### config.mk
export PLATFORM = sky130hd
export DESIGN_NAME = sine_phase_sequencer_flat
export DESIGN_NICKNAME = d
export VERILOG_FILES = /design/src/rtl/sine_phase_sequencer_if.sv /design/src/rtl/sine_phase_sequencer.sv /design/src/flat_wrapper.sv
export SDC_FILE = /design/constraint.sdc
export NUM_CORES = 1
export LEC_CHECK = 0
export BUFFER_PORTS_ARGS = -buffer_cell sky130_fd_sc_hd__buf_4
export CAP_MARGIN = 25
export CORE_AREA = 2 2 68 96
export DETAILED_ROUTE_END_ITERATION = 16
export DIE_AREA = 0 0 70 98
export PLACE_DENSITY = 0.71
export SYNTH_ARGS = -nofsm -noshare
export SYNTH_HDL_FRONTEND = slang
export SYNTH_SLANG_ARGS = --single-unit
export TNS_END_PERCENT = 10
### constraint.sdc
create_clock -name clk -period 3.7 [get_ports clk]
set_input_delay 0 -clock clk [delete_from_list [all_inputs] [get_ports clk]]
set_output_delay 0 -clock clk [all_outputs]
set_load 0.01 [all_outputs]
### src/rtl/sine_phase_sequencer_if.sv
// Table/sample bundle for sine_phase_sequencer: the table address/data/size lines
// and the registered sample stream handed to the PWM/DAC consumer.
interface sine_phase_sequencer_if #(
  parameter int SINE_SIZE      = 8,
  parameter int TABLE_REG_SIZE = 6
);
  logic [TABLE_REG_SIZE-1:0] table_addr;
  logic [TABLE_REG_SIZE-1:0] table_size;
  logic [SINE_SIZE-1:0]      table_data;
  logic [SINE_SIZE-1:0]      sample;
  logic                      sample_valid;
  logic                      falling;
  logic                      period_done;

  modport master (
    output table_addr, sample, sample_valid, falling, period_done,
    input  table_size, table_data
  );

  modport slave (
    input  table_addr, sample, sample_valid, falling, period_done,
    output table_size, table_data
  );
endinterface

### src/rtl/sine_phase_sequencer.sv
// Walks a half-sine table up then down to produce a full-period sample stream.
// Optional macro SINE_SKIP_ENDPOINT_EN: turnarounds do not repeat the endpoint address.
module sine_phase_sequencer #(
  parameter int SINE_SIZE      = 8,
  parameter int TABLE_REG_SIZE = 6,
  parameter int DIV_WIDTH      = 16
) (
  input  logic                   clk,
  input  logic                   rst_n,
  input  logic                   en,
  input  logic                   restart,
  input  logic [DIV_WIDTH-1:0]   div,
  sine_phase_sequencer_if.master bus
);
  typedef enum logic {
    ST_RISE = 1'b0,
    ST_FALL = 1'b1
  } state_e;

  state_e                    state_q, state_d;
  logic [DIV_WIDTH-1:0]      cnt_q, cnt_d;
  logic [TABLE_REG_SIZE-1:0] addr_q, addr_d;
  logic [SINE_SIZE-1:0]      sample_q, sample_d;
  logic                      valid_q, valid_d;
  logic                      done_q, done_d;
  logic [TABLE_REG_SIZE-1:0] rise_turn_s;
  logic [TABLE_REG_SIZE-1:0] fall_turn_s;

`ifdef SINE_SKIP_ENDPOINT_EN
  assign rise_turn_s = bus.table_size - TABLE_REG_SIZE'(1);
  assign fall_turn_s = TABLE_REG_SIZE'(1);
`else
  assign rise_turn_s = bus.table_size;
  assign fall_turn_s = {TABLE_REG_SIZE{1'b0}};
`endif

  // Next-state: prescaler, sample capture and up/down address walk
  always_comb begin
    state_d  = state_q;
    cnt_d    = cnt_q;
    addr_d   = addr_q;
    sample_d = sample_q;
    valid_d  = 1'b0;
    done_d   = 1'b0;
    if (restart) begin
      state_d  = ST_RISE;
      cnt_d    = {DIV_WIDTH{1'b0}};
      addr_d   = {TABLE_REG_SIZE{1'b0}};
      sample_d = {SINE_SIZE{1'b0}};
    end else if (en) begin
      // >= keeps a lowered div from overrunning the current count
      if (cnt_q >= div) begin
        cnt_d    = {DIV_WIDTH{1'b0}};
        sample_d = bus.table_data;
        valid_d  = 1'b1;
        case (state_q)
          ST_RISE: begin
            if (addr_q >= bus.table_size) begin
              state_d = ST_FALL;
              addr_d  = rise_turn_s;
            end else begin
              addr_d = addr_q + TABLE_REG_SIZE'(1);
            end
          end
          ST_FALL: begin
            if (addr_q == {TABLE_REG_SIZE{1'b0}}) begin
              state_d = ST_RISE;
              done_d  = 1'b1;
              addr_d  = fall_turn_s;
            end else if (addr_q > bus.table_size) begin
              addr_d = bus.table_size;
            end else begin
              addr_d = addr_q - TABLE_REG_SIZE'(1);
            end
          end
          default: begin
            state_d = ST_RISE;
            addr_d  = {TABLE_REG_SIZE{1'b0}};
          end
        endcase
      end else begin
        cnt_d = cnt_q + DIV_WIDTH'(1);
      end
    end else begin
      cnt_d = cnt_q;
    end
  end

  // State and output registers
  always_ff @(posedge clk or negedge rst_n) begin
    if (!rst_n) begin
      state_q  <= ST_RISE;
      cnt_q    <= {DIV_WIDTH{1'b0}};
      addr_q   <= {TABLE_REG_SIZE{1'b0}};
      sample_q <= {SINE_SIZE{1'b0}};
      valid_q  <= 1'b0;
      done_q   <= 1'b0;
    end else begin
      state_q  <= state_d;
      cnt_q    <= cnt_d;
      addr_q   <= addr_d;
      sample_q <= sample_d;
      valid_q  <= valid_d;
      done_q   <= done_d;
    end
  end

  assign bus.table_addr   = addr_q;
  assign bus.sample       = sample_q;
  assign bus.sample_valid = valid_q;
  assign bus.period_done  = done_q;
  assign bus.falling      = (state_q == ST_FALL);
endmodule

### src/flat_wrapper.sv
// flat-port wrapper written by rule: the top's interface ports become plain ports
module sine_phase_sequencer_flat 
#(
  parameter int SINE_SIZE      = 8,
  parameter int TABLE_REG_SIZE = 6,
  parameter int DIV_WIDTH      = 16
)
  (clk, rst_n, en, restart, div, bus_table_addr, bus_sample, bus_sample_valid, bus_falling, bus_period_done, bus_table_size, bus_table_data);
  sine_phase_sequencer_if #(.SINE_SIZE(SINE_SIZE), .TABLE_REG_SIZE(TABLE_REG_SIZE)) bus_i ();
  input  logic clk;
  input  logic rst_n;
  input  logic en;
  input  logic restart;
  input  logic [DIV_WIDTH-1:0] div;
  output wire logic [$bits(bus_i.table_addr)-1:0] bus_table_addr;
  output wire logic [$bits(bus_i.sample)-1:0] bus_sample;
  output wire logic [$bits(bus_i.sample_valid)-1:0] bus_sample_valid;
  output wire logic [$bits(bus_i.falling)-1:0] bus_falling;
  output wire logic [$bits(bus_i.period_done)-1:0] bus_period_done;
  input wire logic [$bits(bus_i.table_size)-1:0] bus_table_size;
  input wire logic [$bits(bus_i.table_data)-1:0] bus_table_data;
  assign bus_table_addr = bus_i.table_addr;
  assign bus_sample = bus_i.sample;
  assign bus_sample_valid = bus_i.sample_valid;
  assign bus_falling = bus_i.falling;
  assign bus_period_done = bus_i.period_done;
  assign bus_i.table_size = bus_table_size;
  assign bus_i.table_data = bus_table_data;
  sine_phase_sequencer #(.SINE_SIZE(SINE_SIZE), .TABLE_REG_SIZE(TABLE_REG_SIZE), .DIV_WIDTH(DIV_WIDTH)) u_core (.clk(clk), .rst_n(rst_n), .en(en), .restart(restart), .div(div), .bus(bus_i));
endmodule
==> results.toml <==
[status]
status = "finished clean"

[sta]
fin_tns_setup_ns = 0
fmax_mhz = 359.5
slew_violations = 0
hold_slack_ns = 0.03142
period_share_pct = 75.19
skew_ns = 0.003334
rsz0062_at_grt = "false"
maxSlewHeadroom_pct = 51.31
hold_viol_final = 0
worst_pin_slew_ns = 0.7277
period_needed_ns = 2.782
setup_violations = 0

[final_layout]
layout_commonest_cell = "buf_4"
utilization_pct = 48.99
final_cell_mix = "buf_4 (50), dfrtp_1 (33), inv_1 (26), ha_1 (26), nor2_1 (22)"
nets = 368
n_fill_cell = 589
seqCellArea_sq_um = 825.8
area_growth_pct = 26.81
num_antenna_cells = 0
layout-drive-gt1-share_pct = 21.36
multiInputGateArea_sq_um = 1358

[yosys]
synth_fa_ha_area_share_pct = 13.94
synth_compound_gate_area_share_pct = 21.55
syn-cell-area_sq_um = 2333
ys_warn_count = 0
synth-simple-area-share_pct = 17.69
avgSynthCellArea_sq_um = 9.371
seq_area_frac_synth_pct = 35.39
synth_seq_cells = 33
synth-edff-count = 0
netlist_instances = 249
synth_xor_area_share_pct = 4.504
synth_nets = 309
yosysUniqueCellTypes = 53
synth_ff_type = "dfrtp_1"
async_flop_share_pct = 100.0
synth_top_family_by_area = "compound AO/OA/AOI/OAI gates"
synthMuxAreaShare_pct = 0.4826

[global_route]
grt_pass1_vias = 2017
grt-ovfl-total = 0
grt_max_degree = 34
grt_util_all_layers_pct = 16.78
antenna_found_initial = 0
grt_pass1_wl_mm = 9.377

[floorplanning]
die_h_um = 98
die-width_um = 70
die_area_sq_um = 6860
start_util_pct = 38.63
ioPinCount = 51
core_area_sq_um = 6041
rows = 34

[setup_path]
cp.required_ns = 3.86
critical_path.endpoint = "u_core.bus.table_addr[3]"
critical_path_class = "flip-flop to flip-flop"
arrival_ns = 2.94
r2r_cells = 9
crit_path_end_kind = "flip-flop"
reg2reg_from = "u_core.bus.table_addr[0]"
r2r_end = "u_core.bus.table_addr[3]"
critPathLaunch = "u_core.bus.table_addr[0]"
cp-start-kind = "flip-flop"
r2r_slack_ns = 0.92
path_max_fanout = 7

[min_path]
min_path_type = "input port to flip-flop"

[pwr]
power.density_nw_per_um2 = 273.2
worst_ir_drop_vdd_uv = 272.8
leakage_nw = 1.512

[drt]
drc = 0
first_pass_iters = 4
vias = 2053
drt_iter0_markers = 97
avgViaCountPerCell = 5.388
routed_wl_mm = 5.474
avgRoutedWirePerCell_um = 14.37
ant_nets = 0

[placement]
portBuffers = 50
place_congestion = 0.8735
hpwl_mm = 4.177

[cts]
path_clk_slew_ns = 0.07
clk_path_buf_depth = 2
clock-sinks = 33
clock_latency_ns = 0.28
cts_inserted_buffers = 5
cts_tree = "yes"
cts-root-buf = "clkbuf_8"
cts.htree.levels = 2

[flow_run]
drv_cap = 0
==> state kept, by name (all words and copies together), names as in the netlist <==
signal	flops
u_core.cnt_q	16
u_core.bus.period_done	1
u_core.bus.sample	8
u_core.bus.table_addr	6
u_core.bus.falling	1
u_core.bus.sample_valid	1
==> cell usage after synthesis (all sizes together) (3+ instances only) <==
master | count | area, sq um
dfrtp | 33 | 825.8
inv | 27 | 103.9
ha | 26 | 325.3
nor2 | 23 | 88.84
nand2 | 20 | 75.07
xor2 | 11 | 96.34
a22o | 10 | 87.58
a21oi | 9 | 45.04
nand3 | 9 | 45.04
o21ai | 7 | 35.03
nand4 | 6 | 37.54
and3 | 5 | 31.28
o31ai | 5 | 56.30
buf | 4 | 35.03
nor3 | 4 | 20.02
o22ai | 4 | 25.02
a211oi | 3 | 22.52
clkbuf | 3 | 11.26
nand2b | 3 | 26.27
o21a | 3 | 22.52
==> what timing repair did <==
| action | in CTS | in global routing |
|---|---|---|
| gates resized for setup | 0 | 0 |
| buffers inserted | 0 | 0 |
| hold buffers | 9 | 0 |
| endpoints found under the hold margin | 41 | 0 |
==> metal layers <==
layer	wire length (um)	vias up	global-route usage (%)
met5	0	-	0
met1	2308	935	21.00
met2	2670	82	28.57
met3	309	20	2.890
li1	-	1016	-
met4	185	0	6.657
==> kinds of logic after synthesis <==
family,count (synthesis)
buffers and inverters,34
XOR/XNOR,12
AO/OA/AOI/OAI,61
adder cells (fa/ha/maj),26
AND/OR/NAND/NOR,82
flip-flops,33
multiplexers,1
==> power by group <==
part	leakage, nW	total (W)	switching [W]	internal [W]
sequential	0.460	0.000366	0.00000299	0.000363
combinational	0.994	0.0000917	0.0000419	0.0000497
clock	0.0585	0.000351	0.000132	0.000219
total	1.51	0.000808	0.000176	0.000632
==> cell type report <==
type	count	share of cell area, %
multi-input combinational	182	45.88
timing repair buffer	59	15.73
clock inverter	1	1.015
inverter	27	3.510
clock buffer	7	2.918
tap	72	3.044
sequential	33	27.91
==> how the worst min path moves through the flow <==
stage | start | end | slack [ns] | cells past startpoint
after detailed placement | rst_n | u_core.cnt_q[4] | -0.03 | 1
after global placement | rst_n | u_core.cnt_q[4] | -0.04 | 1
final | restart | u_core.bus.table_addr[4] | 0.03 | 3
after CTS | restart | u_core.bus.table_addr[4] | 0.02 | 3
after floorplan | rst_n | u_core.bus.falling | -0.30 | 0
after global routing | restart | u_core.bus.table_addr[4] | 0.05 | 3
==> worst max-delay path: stages, from the launching register on <==
cell and delay [ns]:
dfrtp_1 0.44, inv_1 0.24, ha_1 0.29, nand2b_1 0.14
a21o_1 0.22, a211oi_1 0.30, o22ai_1 0.24, a222oi_1 0.45
nor3b_1 0.23, o2bb2ai_1 0.10
==> stage by stage <==
stage	power (W)	cell area, sq um	worst slack (ns)	instances
after detailed placement	0.0004569	2753	0.9769	364
after global placement	0.0004559	2753	1.052	364
after floorplan	0.0004149	2333	1.281	249
after global routing	0.0008435	2959	0.7926	381
final	0.0008083	2959	0.9181	381
after CTS	0.0008195	2959	0.9659	381
Note: power is estimated with default switching activity, not from simulation.
